<file path="src/rtl/div_ctrl_if.sv">
// Execute-stage <-> divider request/result bundle.
// master = execute stage, slave = div_ctrl.
interface div_ctrl_if;
   logic        signed_div_i;
   logic [31:0] opdata1_i;
   logic [31:0] opdata2_i;
   logic        start_i;
   logic        annul_i;
   logic [63:0] result_o;
   logic        ready_o;
   logic        busy_o;

   modport master (
      output signed_div_i, opdata1_i, opdata2_i, start_i, annul_i,
      input  result_o, ready_o, busy_o
   );

   modport slave (
      input  signed_div_i, opdata1_i, opdata2_i, start_i, annul_i,
      output result_o, ready_o, busy_o
   );
endinterface

</file>
<file path="src/rtl/div_ctrl.sv">
// 32-step restoring divider controller for HI/LO; result_o = {remainder, quotient}.
// Define DIV_SIGNED_EN to honour signed_div_i (magnitude conversion + sign fixup).
module div_ctrl (
   input  logic       clk,
   input  logic       rst,
   div_ctrl_if.slave  bus
);

   localparam logic [1:0] DIV_FREE   = 2'b00;
   localparam logic [1:0] DIV_BYZERO = 2'b01;
   localparam logic [1:0] DIV_ON     = 2'b10;
   localparam logic [1:0] DIV_END    = 2'b11;

   logic [1:0]  state;
   logic [4:0]  cnt;
   logic [64:0] dividend;
   logic [31:0] divisor;

   logic [32:0] diff;
   logic        borrow;
   logic [64:0] dividend_step;
   logic [31:0] op1_mag;
   logic [31:0] op2_mag;
   logic [31:0] quot_fix;
   logic [31:0] rem_fix;

   // Partial remainder lives in dividend[64:32]; a set bit 64 means it
   // already exceeds any 32-bit divisor, so no borrow is possible.
   always_comb begin
      diff   = {1'b0, dividend[63:32]} - {1'b0, divisor};
      borrow = diff[32] & ~dividend[64];
      if (borrow) begin
         dividend_step = {dividend[63:0], 1'b0};
      end else begin
         dividend_step = {diff[31:0], dividend[31:0], 1'b1};
      end
   end

`ifdef DIV_SIGNED_EN
   logic neg_quot;
   logic neg_rem;

   always_comb begin
      op1_mag  = (bus.signed_div_i && bus.opdata1_i[31]) ? (~bus.opdata1_i + 32'd1)
                                                          : bus.opdata1_i;
      op2_mag  = (bus.signed_div_i && bus.opdata2_i[31]) ? (~bus.opdata2_i + 32'd1)
                                                          : bus.opdata2_i;
      quot_fix = neg_quot ? (~dividend_step[31:0] + 32'd1) : dividend_step[31:0];
      rem_fix  = neg_rem  ? (~dividend_step[64:33] + 32'd1) : dividend_step[64:33];
   end

   always_ff @(posedge clk) begin
      if (rst) begin
         neg_quot <= 1'b0;
         neg_rem  <= 1'b0;
      end else if (state == DIV_FREE && bus.start_i && !bus.annul_i) begin
         neg_quot <= bus.signed_div_i & (bus.opdata1_i[31] ^ bus.opdata2_i[31]);
         neg_rem  <= bus.signed_div_i & bus.opdata1_i[31];
      end
   end
`else
   logic unused_signed_div;

   always_comb begin
      op1_mag           = bus.opdata1_i;
      op2_mag           = bus.opdata2_i;
      quot_fix          = dividend_step[31:0];
      rem_fix           = dividend_step[64:33];
      unused_signed_div = bus.signed_div_i;
   end
`endif

   always_ff @(posedge clk) begin
      if (rst) begin
         state        <= DIV_FREE;
         cnt          <= '0;
         dividend     <= '0;
         divisor      <= '0;
         bus.result_o <= '0;
         bus.ready_o  <= 1'b0;
         bus.busy_o   <= 1'b0;
      end else begin
         case (state)
            DIV_FREE: begin
               bus.result_o <= '0;
               bus.ready_o  <= 1'b0;
               if (bus.start_i && !bus.annul_i) begin
                  bus.busy_o <= 1'b1;
                  if (bus.opdata2_i == 32'd0) begin
                     state <= DIV_BYZERO;
                  end else begin
                     state    <= DIV_ON;
                     cnt      <= '0;
                     dividend <= {32'd0, op1_mag, 1'b0};
                     divisor  <= op2_mag;
                  end
               end
            end

            DIV_BYZERO: begin
               bus.busy_o   <= 1'b0;
               bus.result_o <= '0;
               if (bus.annul_i) begin
                  state <= DIV_FREE;
               end else begin
                  state       <= DIV_END;
                  bus.ready_o <= 1'b1;
               end
            end

            DIV_ON: begin
               // Annul takes priority even over the final step.
               if (bus.annul_i) begin
                  state        <= DIV_FREE;
                  cnt          <= '0;
                  bus.busy_o   <= 1'b0;
                  bus.result_o <= '0;
                  bus.ready_o  <= 1'b0;
               end else begin
                  dividend <= dividend_step;
                  if (cnt == 5'd31) begin
                     state        <= DIV_END;
                     cnt          <= '0;
                     bus.busy_o   <= 1'b0;
                     bus.ready_o  <= 1'b1;
                     bus.result_o <= {rem_fix, quot_fix};
                  end else begin
                     cnt <= cnt + 5'd1;
                  end
               end
            end

            DIV_END: begin
               if (!bus.start_i) begin
                  state        <= DIV_FREE;
                  bus.ready_o  <= 1'b0;
                  bus.result_o <= '0;
               end
            end

            default: begin
               state <= DIV_FREE;
            end
         endcase
      end
   end

endmodule

</file>
<file path="src/flat_wrapper.sv">
// flat-port wrapper written by rule: the top's interface ports become plain ports
module div_ctrl_flat 
  (clk, rst, bus_signed_div_i, bus_opdata1_i, bus_opdata2_i, bus_start_i, bus_annul_i, bus_result_o, bus_ready_o, bus_busy_o);
  div_ctrl_if bus_i ();
  input  logic clk;
  input  logic rst;
  input wire logic [$bits(bus_i.signed_div_i)-1:0] bus_signed_div_i;
  input wire logic [$bits(bus_i.opdata1_i)-1:0] bus_opdata1_i;
  input wire logic [$bits(bus_i.opdata2_i)-1:0] bus_opdata2_i;
  input wire logic [$bits(bus_i.start_i)-1:0] bus_start_i;
  input wire logic [$bits(bus_i.annul_i)-1:0] bus_annul_i;
  output wire logic [$bits(bus_i.result_o)-1:0] bus_result_o;
  output wire logic [$bits(bus_i.ready_o)-1:0] bus_ready_o;
  output wire logic [$bits(bus_i.busy_o)-1:0] bus_busy_o;
  assign bus_i.signed_div_i = bus_signed_div_i;
  assign bus_i.opdata1_i = bus_opdata1_i;
  assign bus_i.opdata2_i = bus_opdata2_i;
  assign bus_i.start_i = bus_start_i;
  assign bus_i.annul_i = bus_annul_i;
  assign bus_result_o = bus_i.result_o;
  assign bus_ready_o = bus_i.ready_o;
  assign bus_busy_o = bus_i.busy_o;
  div_ctrl u_core (.clk(clk), .rst(rst), .bus(bus_i));
endmodule
</file>
<file path="config.mk">
export PLATFORM = sky130hd
export DESIGN_NAME = div_ctrl_flat
export DESIGN_NICKNAME = d
export VERILOG_FILES = /design/src/rtl/div_ctrl_if.sv /design/src/rtl/div_ctrl.sv /design/src/flat_wrapper.sv
export SDC_FILE = /design/constraint.sdc
export NUM_CORES = 1
export LEC_CHECK = 0
export CORE_MARGIN = 5
export CORE_UTILIZATION = 50
export CTS_CLUSTER_SIZE = 40
export DETAILED_ROUTE_END_ITERATION = 12
export PLACE_DENSITY_LB_ADDON = 0.15
export SETUP_SLACK_MARGIN = 0.05
export SLEW_MARGIN = 30
export SYNTH_ARGS = -nofsm -noshare
export SYNTH_HDL_FRONTEND = slang
export SYNTH_SLANG_ARGS = --single-unit
</file>
<file path="constraint.sdc">
create_clock -name clk -period 3.6 [get_ports clk]
set_input_delay 0.54 -clock clk [delete_from_list [all_inputs] [get_ports clk]]
set_output_delay 0.54 -clock clk [all_outputs]
set_load 0.03 [all_outputs]
</file>
==> summary.txt <==
CP max-delay cell = a2111oi_0
distinct cell type count after synthesis = 64
DRC Markers = 0
worst min-delay path class = reg -> reg
remaining global-route overflow = 0
Finish-stage setup viols = 0
Critical Path Start Type = flop
FFs w/ async S/R, synth = 0%
top_reg_cell synth = dfxtp_1
Setup Fix Bufs, Post-CTS = 0
nets = 1240
Post-Synth Adder-Cell Area = 5.80%
Seq cells post-synth = 170
largest net degree at the start of global routing = 58
pre-CTS setup slack = 444 ps
Slew headroom = 45.4%
worst-path cell chain = inv_1 -> ha_1 -> fa_1 -> nor2b_1 -> o31a_1 -> o211a_1 -> o31a_1 -> o21ai_2 -> and2_1 -> a2111oi_0 -> o31ai_1
Post-Syn Instances = 1023
post-synthesis simple-gate area fraction = 16.8%
fraction of the yosys area taken by sequential cells = 39.8%
die height = 141 um
initial antenna violation count = 1
Mapped Area = 8540 um^2
routed via count = 7539
CTS root buffer = clkbuf_16
DPL Wire Length = 15100 um
Routed WL = 21600 um
largest family of logic cells by synthesized area = compound AO/OA/AOI/OAI gates
Worst Max-Slew Pin Slew = 813 ps
Peak VDD IR = 385 uV
Area Growth Syn to Fin = 24.7%
clk_skew = 7.86 ps
worst path required time = 3890 ps
outcome = complete, no violations
static leakage power = 4.16 nW
hold_buf cts = 0
setup tns final = 0 ps
CTS tree = built
PostCTS Resize Cnt = 0
Crit. End Element = flop
First-pass DRT Iterations = 5
vias per std cell = 5.52
Die Wd = 141 um
XOR/XNOR share of the synthesized area = 2.36%
IO Pins = 135
CTS Buffer Depth = 2
CTS Buf Count = 17
worst stage delay on the critical path = 560 ps
Placed Area = 10100 um^2
WL/cell = 15.8 um
core region area = 16700 um^2
crit share post-route = 86.8%
syn nets = 1131
Die ar. = 19800 um^2
Post-synth EDFFs = 0
CTS HTree Levels = 4
syn avg cell area = 8.35 um^2
fin crit period = 3130 ps
post-route ant nets = 0
Final WS setup = 475 ps
critical path peak fanout = 4
compound-gate portion of the synthesized area = 19.9%
RD Place Congestion = 0.893
mux cell area share after synthesis = 10.4%
final instance area = 10700 um^2
Clock Latency Late Sink = 430 ps
FP Rows = 47
highest clock rate = 320 MHz
most used cell, CP = o31a_1
Pwr Total = 0.00712 W
IO Port Bufs = 133
ANT cells = 0
Crit Path Class = reg -> reg
clk sinks = 170
RSZ-0062 raised after global routing = no
GRT Total Usage = 21.7%
share of cells above drive strength 1 = 6.20%
CP Buf/Inv Count = 1
Initial Util = 51.2%
Slew Limit Fails = 0
Worst EP arrival = 3410 ps
number of synthesis warnings = 0
max_cap viols = 0
vias in the first global route = 7411
DRT iter0 DRCs = 481
Final Hold Viols = 0
clock slew at reported path FFs = 70 ps
wire length of the first global-routing pass = 35600 um
fin util = 63.8%
pwr/cell area = 669 nW/um^2
Top delay family on crit path = compound AO/OA/AOI/OAI gates
layer usage:
| metal | track usage [%] | wire (um) | vias up |
|---|---|---|---|
| met5 | 0 | 13 | - |
| met4 | 6.99 | 529 | 2 |
| met3 | 7.48 | 1550 | 42 |
| met2 | 35.5 | 9740 | 215 |
| met1 | 27.0 | 9730 | 3444 |
| li1 | - | - | 3836 |
cells in the mapped netlist (all sizes together) (4+ instances only):
library cell	number	share of area, %
nand4	4	0.29
o21a	7	0.62
o211ai	8	0.70
a22o	4	0.41
and2	5	0.37
ha	38	5.6
or3	5	0.37
inv	43	1.9
o31ai	6	0.53
o21ai	81	5.0
nand3	45	2.6
mux2i	85	10
nor2b	5	0.37
nor2	96	4.2
and3	5	0.37
nor4	9	0.66
nor3	8	0.47
a31oi	4	0.29
a32oi	7	0.72
xnor2	16	1.6
xor2	7	0.72
clkbuf	46	2.0
nand2	130	5.7
a21oi	83	4.9
dfxtp	170	40
buf	14	0.95
a211oi	38	3.3
a21o	10	0.88
nand2b	5	0.37
state kept, by name, summed over array words and instances (netlist names):
signal and flops:
u_core.state 2, u_core.bus.result_o 64, u_core.cnt 5, u_core.divisor 32, u_core.bus.busy_o 1, u_core.bus.ready_o 1, u_core.dividend 65
cell type report:
cell class | count | area [um^2]
clock inverter | 14 | 136
timing repair buffer | 150 | 1480
sequential | 170 | 3400
clock buffer | 18 | 439
inverter | 43 | 161
fill | 1508 | 6050
multi-input combinational | 750 | 4750
tap | 220 | 275
path summary, 6_finish.rpt:
check,cells past startpoint,from,slack [ps],end
max reg2reg,11,u_core.dividend[32]$_SDFFE_PP0P_,470,u_core.dividend[62]$_SDFFE_PP0P_
min reg2reg,2,u_core.bus.result_o[44]$_SDFFE_PP0P_,450,u_core.bus.result_o[44]$_SDFFE_PP0P_
max,11,u_core.dividend[32]$_SDFFE_PP0P_,470,u_core.dividend[62]$_SDFFE_PP0P_
min,2,u_core.bus.result_o[44]$_SDFFE_PP0P_,450,u_core.bus.result_o[44]$_SDFFE_PP0P_
where the power goes:
| part | total [W] | internal, W | switching (W) |
|---|---|---|---|
| Clock | 0.00181 | 0.000990 | 0.000822 |
| Sequential | 0.00223 | 0.00209 | 0.000145 |
| Combinational | 0.00308 | 0.00126 | 0.00182 |
| Total | 0.00712 | 0.00434 | 0.00279 |
per-stage QoR:
| step | hold slack (ps) | instances |
|---|---|---|
| 6_report | 448 | 1365 |
| 5_1_grt | 464 | 1365 |
| 4_1_cts | 453 | 1365 |
| 3_5_place_dp | 441 | 1333 |
| 3_3_place_gp | 437 | 1333 |
| 2_1_floorplan | 436 | 1023 |
kinds of logic (layout without fill, tap and decap cells):
logic type | after synthesis | in the layout
AOI/OAI and AO/OA | 273 | 273
adders and majority gates | 39 | 39
DFF | 170 | 170
and+or+nand+nor | 327 | 327
buffers and inverters | 103 | 225
xor gates and xnor gates | 23 | 23
muxes | 88 | 88
worst register-to-register path, cell delays in order, from the launching register on:
cell and delay [ps]:
dfxtp_1 330, inv_1 80, ha_1 220, fa_1 470, nor2b_1 170, o31a_1 210
o211a_1 200, o31a_1 250, o21ai_2 130, and2_1 220, a2111oi_0 560, o31ai_1 160
cell usage in the layout, fill, tap and decap left out, types with 17 or more instances in the layout:
cell type and n:
mux2i_1 85, nor2_1 94, a211oi_1 38, dfxtp_1 170
clkdlybuf4s50_1 132, o21ai_0 56, nand2_1 129, ha_1 37
nand3_1 45, a21oi_1 81, o21ai_1 20, clkbuf_16 17
inv_1 43
(Power assumes the default switching activity.)
